<file path="src/rtl/pipe_fetch_stage.sv">
// IF stage with IF/ID pipeline register: owns the PC, applies redirects and stalls,
// and stops fetching once a syscall has been latched into IF/ID.
module pipe_fetch_stage #(
  parameter logic [31:0] RESET_PC   = 32'h0000_0000,
  parameter logic [31:0] HALT_INSTR = 32'h0000_000C,
  parameter logic [31:0] NOP_INSTR  = 32'h0000_0000
) (
  input  logic        clk,
  input  logic        rst_n,
  output logic [31:0] imem_addr,
  input  logic [31:0] imem_rdata,
  input  logic        stall,
  input  logic        ex_redirect,
  input  logic [31:0] ex_target,
  input  logic        id_jump,
  input  logic [31:0] id_target,
  output logic [31:0] id_instr,
  output logic [31:0] id_pc4,
  output logic        id_valid,
  output logic        halted,
  output logic [31:0] fetch_count,
  output logic [31:0] flush_count
);

  typedef enum logic [1:0] {StBoot, StRun, StHalt} state_e;

  state_e      state_q, state_d;
  logic [31:0] pc_q, pc_d;
  logic [31:0] id_instr_q, id_instr_d;
  logic [31:0] id_pc4_q, id_pc4_d;
  logic        id_valid_q, id_valid_d;
  logic [31:0] fetch_count_q, fetch_count_d;
  logic [31:0] flush_count_q, flush_count_d;
  logic [31:0] pc_plus4;
  logic [31:0] ex_target_aligned;
  logic [31:0] id_target_aligned;

  function automatic logic [31:0] sat_inc(input logic [31:0] v);
    return (v == 32'hFFFF_FFFF) ? v : v + 32'd1;
  endfunction

  // Wraps modulo 2^32 by construction.
  assign pc_plus4          = pc_q + 32'd4;
  assign ex_target_aligned = ex_target & ~32'd3;
  assign id_target_aligned = id_target & ~32'd3;

  always_comb begin
    state_d       = state_q;
    pc_d          = pc_q;
    id_instr_d    = id_instr_q;
    id_pc4_d      = id_pc4_q;
    id_valid_d    = id_valid_q;
    fetch_count_d = fetch_count_q;
    flush_count_d = flush_count_q;

    unique case (state_q)
      StBoot: begin
        id_instr_d = NOP_INSTR;
        id_pc4_d   = 32'd0;
        id_valid_d = 1'b0;
        state_d    = StRun;
      end
      StRun: begin
        if (ex_redirect) begin
          pc_d          = ex_target_aligned;
          id_instr_d    = NOP_INSTR;
          id_pc4_d      = 32'd0;
          id_valid_d    = 1'b0;
          flush_count_d = sat_inc(flush_count_q);
        end else if (stall) begin
          // Stalled ID re-presents any jump next cycle, so it is ignored here.
          pc_d = pc_q;
        end else if (id_jump) begin
          pc_d          = id_target_aligned;
          id_instr_d    = NOP_INSTR;
          id_pc4_d      = 32'd0;
          id_valid_d    = 1'b0;
          flush_count_d = sat_inc(flush_count_q);
        end else begin
          pc_d          = pc_plus4;
          id_instr_d    = imem_rdata;
          id_pc4_d      = pc_plus4;
          id_valid_d    = 1'b1;
          fetch_count_d = sat_inc(fetch_count_q);
          if (imem_rdata == HALT_INSTR) begin
            state_d = StHalt;
          end
        end
      end
      StHalt: begin
        id_instr_d = NOP_INSTR;
        id_pc4_d   = 32'd0;
        id_valid_d = 1'b0;
        // A syscall fetched behind a taken branch is wrong-path: resume at the target.
        if (ex_redirect) begin
          pc_d          = ex_target_aligned;
          flush_count_d = sat_inc(flush_count_q);
          state_d       = StRun;
        end
      end
      default: begin
        state_d = StBoot;
      end
    endcase
  end

  always_ff @(posedge clk or negedge rst_n) begin
    if (!rst_n) begin
      state_q       <= StBoot;
      pc_q          <= RESET_PC;
      id_instr_q    <= NOP_INSTR;
      id_pc4_q      <= 32'd0;
      id_valid_q    <= 1'b0;
      fetch_count_q <= 32'd0;
      flush_count_q <= 32'd0;
    end else begin
      state_q       <= state_d;
      pc_q          <= pc_d;
      id_instr_q    <= id_instr_d;
      id_pc4_q      <= id_pc4_d;
      id_valid_q    <= id_valid_d;
      fetch_count_q <= fetch_count_d;
      flush_count_q <= flush_count_d;
    end
  end

  assign imem_addr   = pc_q;
  assign id_instr    = id_instr_q;
  assign id_pc4      = id_pc4_q;
  assign id_valid    = id_valid_q;
  assign halted      = (state_q == StHalt);
  assign fetch_count = fetch_count_q;
  assign flush_count = flush_count_q;

endmodule
</file>
<file path="config.mk">
export PLATFORM = sky130hd
export DESIGN_NAME = pipe_fetch_stage
export DESIGN_NICKNAME = d
export VERILOG_FILES = /design/src/rtl/pipe_fetch_stage.sv
export SDC_FILE = /design/constraint.sdc
export NUM_CORES = 1
export LEC_CHECK = 0
export CORE_UTILIZATION = 35
export DETAILED_ROUTE_END_ITERATION = 6
export PLACE_DENSITY = 0.65
export SLEW_MARGIN = 0
export SYNTH_ARGS = -nofsm -noshare
export SYNTH_HDL_FRONTEND = slang
export SYNTH_SLANG_ARGS = --single-unit
</file>
<file path="constraint.sdc">
create_clock -name clk -period 2.45 [get_ports clk]
set_input_delay 0.49 -clock clk [delete_from_list [all_inputs] [get_ports clk]]
set_output_delay 0.49 -clock clk [all_outputs]
set_load 0.03 [all_outputs]
</file>
# == Word-level counts from Yosys, hierarchy flattened ==
# Cells that the tools add are included.
# W data, S select, Z words.
# word_totals
in_bits,101
output_inout_bits,162
ff_bits,163
elab_cells,64
# classes
reduce_logical,9
addsub,3
mux,29
bitwise,4
n_eq_ne,12
# op_table
cell,count
$mux W32,15
$pmux W32 S2,4
$add A32 B1 Y32 const B,2
$eq A32 B32 Y1 const B,2
$add A32 B3 Y32 const B,1
$eq A32 B4 Y1 const B,1
$mux W2,5
$ne A2 B2 Y1 const B,5
$reduce_and A5 Y1,2
$ne A3 B3 Y1 const B,2
$pmux W2 S3,1
$not A1 Y1,4
$reduce_and A4 Y1,1
$reduce_bool A2 Y1,2
$mux W1,3
$reduce_and A3 Y1,1
$eq A2 B1 Y1 const B,1
$eq A2 B2 Y1 const B,1
$logic_not A2 Y1,1
$pmux W1 S2,1
$reduce_and A2 Y1,1
$reduce_or A2 Y1,1

# == Depth between registers and ports, before layout ==
# Gate-level depths: netlist (run 1).
# depth
word_depth,6
ltp_mapped,9
ltp_nobuf,7

# == Least setup slack after synthesis (run 1) ==
# OpenSTA, ideal clock, no wires.
# synth_path
path_kind,reg-to-reg
start,register state_q[1]
end,register fetch_count_q[14] (netlist: fetch_count[14])
synth_period_minus_slack_ps,2206
required_ps,2316
setup_time_ps,134
setup_slack_ps,244
path_buffers,1
stages_incl_launch_ff,9
arrival_ps,2071
path_cell_list,dfrtp_1 -> inv_1 -> ha_1 -> or4b_1 -> buf_6 -> nor3_4 -> a21boi_2 -> nand4_1 -> xnor2_1
# synth_via
elab_chain_cells,2
# synth_lines
item,line_no,source
"start, declared",27,"state_e state_q, state_d;"
"start signal, assigned",109,state_q <= StBoot;
"start signal, assigned",117,state_q <= state_d;
$eq A2 B1 Y1,56,unique case (state_q)
$reduce_and A5 Y1 (no line),n/a,
"end signal, assigned",122,fetch_count_q <= fetch_count_d;
"end, declared",32,"logic [31:0] fetch_count_q, fetch_count_d;"
# Every way passes these cells.
# A chain may end at the register's enable or synchronous reset.

# == Final worst setup path (run 1) ==
# Same ends and word-level chain as after synthesis.

==> results of run 1 <==
==> sequential cells by signal (all words and copies together), names as in the netlist <==
register / count
id_valid: 1
imem_addr: 30
fetch_count: 32
id_pc4: 31
id_instr: 32
flush_count: 32
state_q: 2
==> power by group through the flow <==
| stage | Sequential [µW] | Combinational [µW] | Clock [µW] |
|---|---|---|---|
| floorplan | 3580 | 548 | 0 |
| global placement | 3190 | 1880 | 0 |
| detailed placement | 3190 | 1900 | 0 |
| CTS | 3150 | 1910 | 2970 |
| global route | 3190 | 2030 | 3080 |
| finish | 3150 | 1890 | 2910 |
==> cells in the mapped netlist (4+ instances only) <==
| master | number | area [µm²] |
|---|---|---|
| o31a_1 | 8 | 70.1 |
| nand4_1 | 46 | 288 |
| mux2_2 | 4 | 45.0 |
| nor3_1 | 19 | 95.1 |
| a22oi_1 | 13 | 97.6 |
| ha_1 | 7 | 87.6 |
| buf_2 | 4 | 20.0 |
| xor2_1 | 27 | 236 |
| and2_1 | 8 | 50.1 |
| nand3_1 | 27 | 135 |
| o22ai_1 | 11 | 68.8 |
| o2bb2ai_1 | 6 | 52.6 |
| and3_1 | 17 | 106 |
| inv_1 | 16 | 60.1 |
| o21ai_0 | 39 | 195 |
| a21oi_1 | 22 | 110 |
| nor4_1 | 20 | 125 |
| a22o_1 | 46 | 403 |
| a221oi_1 | 5 | 43.8 |
| or3_1 | 6 | 37.5 |
| a222oi_1 | 4 | 40.0 |
| or4_1 | 6 | 45.0 |
| nor2_1 | 43 | 161 |
| nand2_1 | 64 | 240 |
| clkbuf_1 | 29 | 109 |
| xnor2_1 | 59 | 517 |
| mux2i_1 | 5 | 50.1 |
| dfrtp_1 | 160 | 4000 |
==> through the flow <==
| stage | TNS [ns] | setup slack, ns |
|---|---|---|
| 6_report | 0 | 0.138 |
| 2_1_floorplan | 0 | 0.244 |
| 3_5_place_dp | -4.84 | -0.219 |
| 3_3_place_gp | -1.89 | -0.192 |
| 5_1_grt | 0 | 0.00652 |
| 4_1_cts | 0 | 0.0594 |
==> cells by family (layout without fill, tap and decap cells) <==
| kind of cell | Yosys count | count (layout) |
|---|---|---|
| simple gates | 281 | 281 |
| buf+inv | 55 | 351 |
| other cells | 1 | 2 |
| compound gates | 177 | 177 |
| mux | 9 | 9 |
| fa+ha+maj | 7 | 7 |
| xor+xnor | 86 | 86 |
| flops | 160 | 160 |
==> cell type report <==
| cell class | instances | area [µm²] | share of cell area, % |
|---|---|---|---|
| sequential | 160 | 4000 | 33.6 |
| multi-input combinational | 562 | 3840 | 32.3 |
| timing repair buffer | 303 | 3000 | 25.2 |
| clock buffer | 18 | 439 | 3.69 |
| tap | 285 | 357 | 3.00 |
| clock inverter | 14 | 203 | 1.70 |
| inverter | 16 | 60.1 | 0.505 |
==> final timing paths <==
path,from,end,slack [ns],depth (start not counted)
worst min-delay path,rst_n,id_instr[31]$_DFFE_PN0P_,0.05,1
worst min register to register,id_valid$_DFFE_PN0P_,id_valid$_DFFE_PN0P_,0.48,2
worst max register to register,state_q[1]$_DFFE_PN0P_,fetch_count[14]$_DFFE_PN0P_,0.14,8
worst max-delay path,state_q[1]$_DFFE_PN0P_,fetch_count[14]$_DFFE_PN0P_,0.14,8
min in group clk,id_valid$_DFFE_PN0P_,id_valid$_DFFE_PN0P_,0.48,2
max in group asynchronous,rst_n,imem_addr[14]$_DFFE_PN0P_,1.71,2
==> worst reg2reg max path, stage by stage (launching register included) <==
cell and delay, ns:
dfrtp_1 0.41, inv_1 0.11, ha_2 0.21, or4b_1 0.44, buf_4 0.19, nor3_4 0.26
a21boi_2 0.28, nand4_1 0.15, xnor2_1 0.15
==> per-layer routing <==
| metal | track usage (%) | routed length [µm] | vias to the layer above |
|---|---|---|---|
| li1 | - | - | 3453 |
| met1 | 29.1 | 11200 | 3577 |
| met2 | 33.9 | 11500 | 242 |
| met3 | 4.74 | 1430 | 33 |
| met4 | 7.14 | 511 | 0 |
| met5 | 0 | 0 | - |
==> timing repair <==
item,in CTS,in global routing
gates resized for setup,1,3
setup endpoints to repair,1,16
pin swaps,0,0
==> results.yml, run 1 <==
sta:
  hold_ws_ns: 0.0455
  fin_skew_ns: 0.0104
  rsz0062_at_grt: "no"
  layout_min_cycle_time_ns: 2.31
  finalSetupViolations: 0
  worstMarginPinSlew_ns: 1.15
  slew_violations: 0
  max-slew-margin-rel_pct: 22.7
  period_share_pct: 94.4
  fmax_mhz: 433
  hold_violations: 0
routing:
  num_vias: 7305
  firstDrtPassIters: 4
  wl_per_cell_um: 18.2
  totalWireLength_um: 24700
  viasPerCell: 5.38
  postRouteAntennaNets: 0
  drc: 0
  drt_iter0_markers: 414
final_layout:
  fillers: 2063
  n_antenna_cell: 0
  layout_commonest_cell: "clkdlybuf4s50_1"
  layout_common_cells: "clkdlybuf4s50_1 (253), dfrtp_1 (160), nand2_1 (64)"
  drive_gt1_share_pct: 9.97
  fin_cells: 1358
  syn_to_final_growth_pct: 48.2
  fin_util_pct: 52.7
  final_nets: 1168
  fin_area_mm2: 0.0119
status:
  status: "completed"
synthesis:
  syn_avg_cell_area_um2: 10.4
  synth_edf_count: 0
  ys_seq_area_share_pct: 49.8
  synth-seq-cells: 160
  synth_simple_gate_area_share_pct: 19.2
  synth_ff_type: "dfrtp_1"
  synthAdderAreaFrac_pct: 1.09
  netlist_area_mm2: 0.00803
  ys_types: 62
  synth_compound_area_share_pct: 16.4
  synth-xor-area-share_pct: 9.38
  syn_inst: 776
  synth-warning-count: 0
  synthMuxAreaShare_pct: 1.18
  synth_top_family_by_area: "simple AND/OR/NAND/NOR gates"
  asyncSetResetFlopFracSynth_pct: 100
clock_tree:
  clk_pin_slew_ns: 0.07
  cts_setup_buffers: 0
  cts_tree: "done"
  cts.path.max_buffers: 2
  clkLatencyLatePin_ns: 0.42
  clock_sinks: 160
  hold_buffers: 0
  cts_root_buf: "clkbuf_16"
  cts_buffers: 17
  htreeDepth: 4
global_routing:
  grt_pass1_vias: 7284
  grt_pass1_wl_um: 39900
  antenna_found_initial: 0
  grt_max_degree: 59
  grt_usage_pct: 21.5
  overflow: 0
placement:
  placed_area_mm2: 0.0112
  place_inst: 1326
  portBuffers: 256
  routabilityCongestion: 0.861
  hpwl_um: 18200
critical_path:
  cp.arrival_ns: 2.62
  crit_path_start_kind: "register"
  critical-path-top-delay-family: "simple AND/OR/NAND/NOR gates"
  path_max_fanout: 8
  critPathKind: "register to register"
  slowest_delay_ns: 0.44
  end_kind: "register"
  required_ns: 2.76
  path_buf_inv: 2
  path_cells: "inv_1 > ha_2 > or4b_1 > buf_4 > nor3_4 > a21boi_2 > nand4_1 > xnor2_1"
  critPathSlowestCell: "or4b_1"
power:
  p_seq_share_pct: 39.6
  p_sw_share_pct: 31.4
  combinationalPowerShare_pct: 23.8
  cellLeakagePower_uw: 0.00493
  switchingPower_uw: 2500
  p_per_area_mw_per_mm2: 669
  pwr-share-clk_pct: 36.6
  intPower_uw: 5460
  ir_worst_vdd_uv: 584
  power.total_uw: 7960
flow_run:
  maxCapViolations: 0
floorplan:
  initial_utilization_pct: 35.6
  ios: 263
  die_h_um: 153
  num_rows: 55
  die_width_um: 153
  dieArea_mm2: 0.0236
  fp.coreArea_mm2: 0.0226
min_path:
  min_path_type: "input port to asynchronous set/reset pin"
No activity file was read; power rests on OpenSTA's default activity.
==> run 2: changes to the inputs <==
--- a/config.mk
+++ b/config.mk
@@ -5,6 +5,7 @@
 export SDC_FILE = /design/constraint.sdc
 export NUM_CORES = 1
 export LEC_CHECK = 0
+export CORE_MARGIN = 2
 export CORE_UTILIZATION = 35
 export DETAILED_ROUTE_END_ITERATION = 6
 export PLACE_DENSITY = 0.65
==> run 2 against run 1 <==
Non-clock buffer count is 1 higher; wire length is 0.77% higher; cell count hardly changed; power is 0.22% lower; sequential power hardly changed; clock skew is 0.0029 ns higher; core utilization hardly changed; critical path depth is 1 lower; clock power hardly changed.
==> results.yml, run 2 (synthesis gave the netlist of run 1 again) <==
power:
  cellLeakagePower_uw: 0.00493
  power.total_uw: 7940
  p_per_area_mw_per_mm2: 667
  ir_worst_vdd_uv: 775
final_layout:
  syn_to_final_growth_pct: 48.1
  fin_cells: 1359
  final_nets: 1169
  layout_common_cells: "clkdlybuf4s50_1 (253), dfrtp_1 (160), nand2_1 (64)"
  drive_gt1_share_pct: 9.41
  layout_commonest_cell: "clkdlybuf4s50_1"
routing:
  drc: 0
  firstDrtPassIters: 5
  postRouteAntennaNets: 0
  wl_per_cell_um: 18.3
  totalWireLength_um: 24900
  drt_iter0_markers: 413
  viasPerCell: 5.43
  num_vias: 7379
sta:
  finalSetupViolations: 0
  hold_ws_ns: 0.476
  fin_ws_ns: 0.168
  max-slew-margin-rel_pct: 39.6
  setup_tns_ns: 0
  fmax_mhz: 438
  rsz0062_at_grt: "no"
  worstMarginPinSlew_ns: 0.891
  layout_min_cycle_time_ns: 2.28
  hold_violations: 0
  period_share_pct: 93.2
  fin_skew_ns: 0.0133
  slew_violations: 0
floorplan:
  num_rows: 55
  dieArea_mm2: 0.0242
  die_width_um: 155
  die_h_um: 155
  ios: 263
  fp.coreArea_mm2: 0.0226
  initial_utilization_pct: 35.6
clock_tree:
  cts_buffers: 17
  clock_sinks: 160
  cts.path.max_buffers: 2
  htreeDepth: 4
  clkLatencyLatePin_ns: 0.42
  cts_root_buf: "clkbuf_16"
  cts_tree: "done"
  clk_pin_slew_ns: 0.06
global_routing:
  grt_pass1_wl_um: 40200
  grt_busiest_layer: "met2"
  grt_pass1_vias: 7398
  overflow: 0
  antenna_found_initial: 1
  grt_max_degree: 44
  groute.layer.met2.usage_pct: 33.3
  grt_util_met3_pct: 5.15
  grt_usage_pct: 21.0
  grtUsageMet1_pct: 28.2
min_path:
  min_to: "id_pc4[31]$_DFFE_PN0P_"
  min_path_type: "register to register"
  min_from: "id_pc4[31]$_DFFE_PN0P_"
  hold_depth: 2
placement:
  portBuffers: 256
  place_inst: 1326
  routabilityCongestion: 0.839
  place_ws_ns: -0.123
  hpwl_um: 18400
critical_path:
  crit_path_start_kind: "register"
  path_buf_inv: 3
  r2r_setup_slack_ns: 0.17
  reg2reg_depth: 7
  end_kind: "register"
  worstReg2RegEnd: "flush_count[1]$_DFFE_PN0P_"
  cpMostUsedCell: "inv_1"
  slowest_delay_ns: 0.77
  critPathKind: "register to register"
  critPathSlowestCell: "o311ai_1"
  r2r_start: "state_q[1]$_DFFE_PN0P_"
  cp.arrival_ns: 2.59
  required_ns: 2.76
  path_max_fanout: 12
  critical-path-top-delay-family: "compound AO/OA/AOI/OAI gates"
  path_cells: "inv_1 > ha_2 > inv_1 > o311ai_1 > a41oi_1 > buf_4 > mux2_2"
flow_run:
  maxCapViolations: 0
status:
  status: "completed"
run 2: stage by stage:
step | util, % | cell area [µm²]
floorplan | - | 8040
global placement | 49.8 | 11200
detailed placement | 49.8 | 11200
CTS | 52.6 | 11900
global route | 52.7 | 11900
finish | 52.7 | 11900
run 2: report_power, final:
| part | switching [µW] | internal, µW | total (µW) |
|---|---|---|---|
| Sequential | 281 | 2870 | 3150 |
| Clock | 1070 | 1810 | 2880 |
| Combinational | 1070 | 839 | 1910 |
run 2: tightest hold or removal path, stage by stage, from the launching register on:
cell and delay, ns:
dfrtp_1 0.34, nand2_1 0.05, o21ai_0 0.06
run 2: worst max-delay path by stage:
stage | from | end | slack, ns | depth (start not counted)
6_report | state_q[1]$_DFFE_PN0P_ | flush_count[1]$_DFFE_PN0P_ | 0.17 | 7
4_1_cts | state_q[1]$_DFFE_PN0P_ | fetch_count[14]$_DFFE_PN0P_ | 0.12 | 8
5_1_grt | state_q[1]$_DFFE_PN0P_ | fetch_count[21]$_DFFE_PN0P_ | 0.04 | 10
2_1_floorplan | state_q[1]$_DFFE_PN0P_ | fetch_count[14]$_DFFE_PN0P_ | 0.24 | 8
3_3_place_gp | imem_rdata[30] | state_q[0]$_DFFE_PN0P_ | -0.16 | 7
3_5_place_dp | id_jump | fetch_count[14]$_DFFE_PN0P_ | -0.12 | 7
run 2: layout make-up:
class                           count  area [µm²]
Multi-Input combinational cell    562        3840
Inverter                           16        60.1
Tap cell                          285         357
Clock inverter                      9         180
Sequential cell                   160        4000
Antenna cell                        1        2.50
Fill cell                        2066       10700
Timing Repair Buffer              304        3010
Clock buffer                       22         444
run 2: layer usage:
layer,up-vias,wire length (µm)
li1,3457,-
met1,3613,11100
met2,267,11600
met3,42,1600
met4,0,565
met5,-,0
run 2: timing repair:
item | CTS | global route
resized for setup | 1 | 4
pin swaps | 0 | 1
setup buffers | 0 | 0
hold buffers | 1 | 0
hold endpoints to repair | 31 | 0
gates cloned | 0 | 0
setup endpoints to repair | 1 | 7
==> variant (flow settings as in run 2) <==
The 3 states of `state_e` get a one-hot encoding in 3 bits.
--- a/src/rtl/pipe_fetch_stage.sv
+++ b/src/rtl/pipe_fetch_stage.sv
@@ -22,7 +22,7 @@
   output logic [31:0] flush_count
 );
 
-  typedef enum logic [1:0] {StBoot, StRun, StHalt} state_e;
+  typedef enum logic [2:0] {StBoot = 3'b001, StRun = 3'b010, StHalt = 3'b100} state_e;
 
   state_e      state_q, state_d;
   logic [31:0] pc_q, pc_d;
Function: same outputs for any inputs over 4 cycles, from zero or initial values and one cycle with rst_n low; so few cycles prove little.
==> variant against run 2 <==
  * Die area fell by 1.6%
  * Clock skew rose by 0.0024 ns
  * Worst setup slack got worse by 0.035 ns
  * Synthesized area fell by 1.6%
  * Routed wire length rose by 1.9%
  * Count of clock-buffer cells in the layout fell by 4
  * Sequential cell count rose by 1
  * Final area fell by 0.80%
  * Synthesized cell count rose by 1.8%
  * Fmax fell by 1.5%
  * Highest routed layer unchanged
Power is not compared: it rests on default switching activity, and its combinational part moved more than twofold at a synthesized area within 25%.
==> variant: results (changes against run 2) <==
status: "finished clean"
slew-limit-headroom: 0.437  # +0.0407
cp.arrival_ns: 2.62  # +0.03 ns
p_sw_mw: 3.95
synthMuxAreaShare: 0.0106  # -0.00123
ys.flop_type: "dfrtp_1"
portBuffers: 256  # unchanged
crit_end: "flush_count[1]"
pwr-share-seq: 0.352
slowest_delay_ns: 0.59  # -0.18 ns
min_from: "id_pc4[13]"
clk_pin_slew_ns: 0.07
nNetsFinal: 1187  # +1.5%
holdBufCountCts: 1  # unchanged
synthTopCellsByArea: "dfrtp_1 (51%), xnor2_1 (6.8%), nand2_1 (4.3%)"
synth_xor_area_frac: 0.0931  # -0.000658
grt.total_usage: 0.215  # +0.00495
cp_max_fo: 4  # -8
vias_per_cell: 5.38  # -1.0%
met2WireLength_um: 11700  # +0.53%
post_cts.repair.setup_buffers: 0  # unchanged
ys_warn_count: 0  # unchanged
synth_cell_types: 60  # -3.2%
clkLatencyLatePin_ns: 0.43
use_met1: 0.292  # +0.00920
grt_pass1_vias: 7301  # -1.3%
wl_met3_um: 1610  # +0.62%
initialDrtViolationCount: 438  # +6.1%
finClkSkew_ns: 0.0157  # +0.00241 ns
critical-path-slowest-cell: "or4_4"
yosys.area_share.adder: 0.00475  # -0.00615
antenna_found_initial: 1  # unchanged
use_met2: 0.337  # +0.00342
clockBufferDepth: 2  # unchanged
wirelength_um: 25400  # +1.9%
drive_gt1_frac: 0.103  # +0.00897
dp_hpwl_um: 18400  # about the same
dp_slack_ns: -0.157  # -0.0345 ns
synth-compound-area-share: 0.127  # -0.0375
grt_max_degree: 50  # +14%
gr-usage-met3: 0.0476  # -0.00390
async_reset_ff_frac: 1.00  # unchanged
crit_family: "simple AND/OR/NAND/NOR gates"
worstReg2RegStart: "flush_count[10]"
cts-buffers-inserted: 17  # unchanged
seq_area_frac_synth: 0.510  # +0.0116
wl_met1_um: 11400  # +2.7%
cts.root.buffer_cell: "clkbuf_16"
netlist_top_cells_count: "dfrtp_1 (160), nand2_1 (91), xnor2_1 (61)"
htree_levels: 4  # unchanged
grt_pass1_wl_um: 40400  # +0.39%
min_period_over_period: 0.946  # +0.0143
gp_congestion: 0.859  # +2.4%
## variant: metrics by stage
stage                     area (um2)  instances  total power [mW]  hold WS [ns]   util
after floorplan                 7920        791              5.66         0.194      -
after global placement         11200       1343              7.53         0.451  0.511
after detailed placement       11200       1343              7.59         0.452  0.511
after CTS                      11800       1376              10.3         0.485  0.537
after global routing           11800       1377              10.7         0.500  0.538
final                          11800       1377              10.2         0.481  0.538
## variant: worst min path at each step
stage,end,cells past startpoint
2_1_floorplan,fetch_count[0],0
3_3_place_gp,id_instr[1],1
3_5_place_dp,id_instr[1],1
4_1_cts,id_pc4[18],2
5_1_grt,id_pc4[12],2
6_report,id_pc4[13],2
## variant: final cells by class
type,instances,area (um2)
Sequential cell,161,4040
Clock buffer,18,439
Multi-Input combinational cell,575,3670
Timing Repair Buffer,318,3130
Tap cell,280,350
Inverter,10,37.5
Fill cell,2002,10200
Antenna cell,1,2.50
Clock inverter,14,144
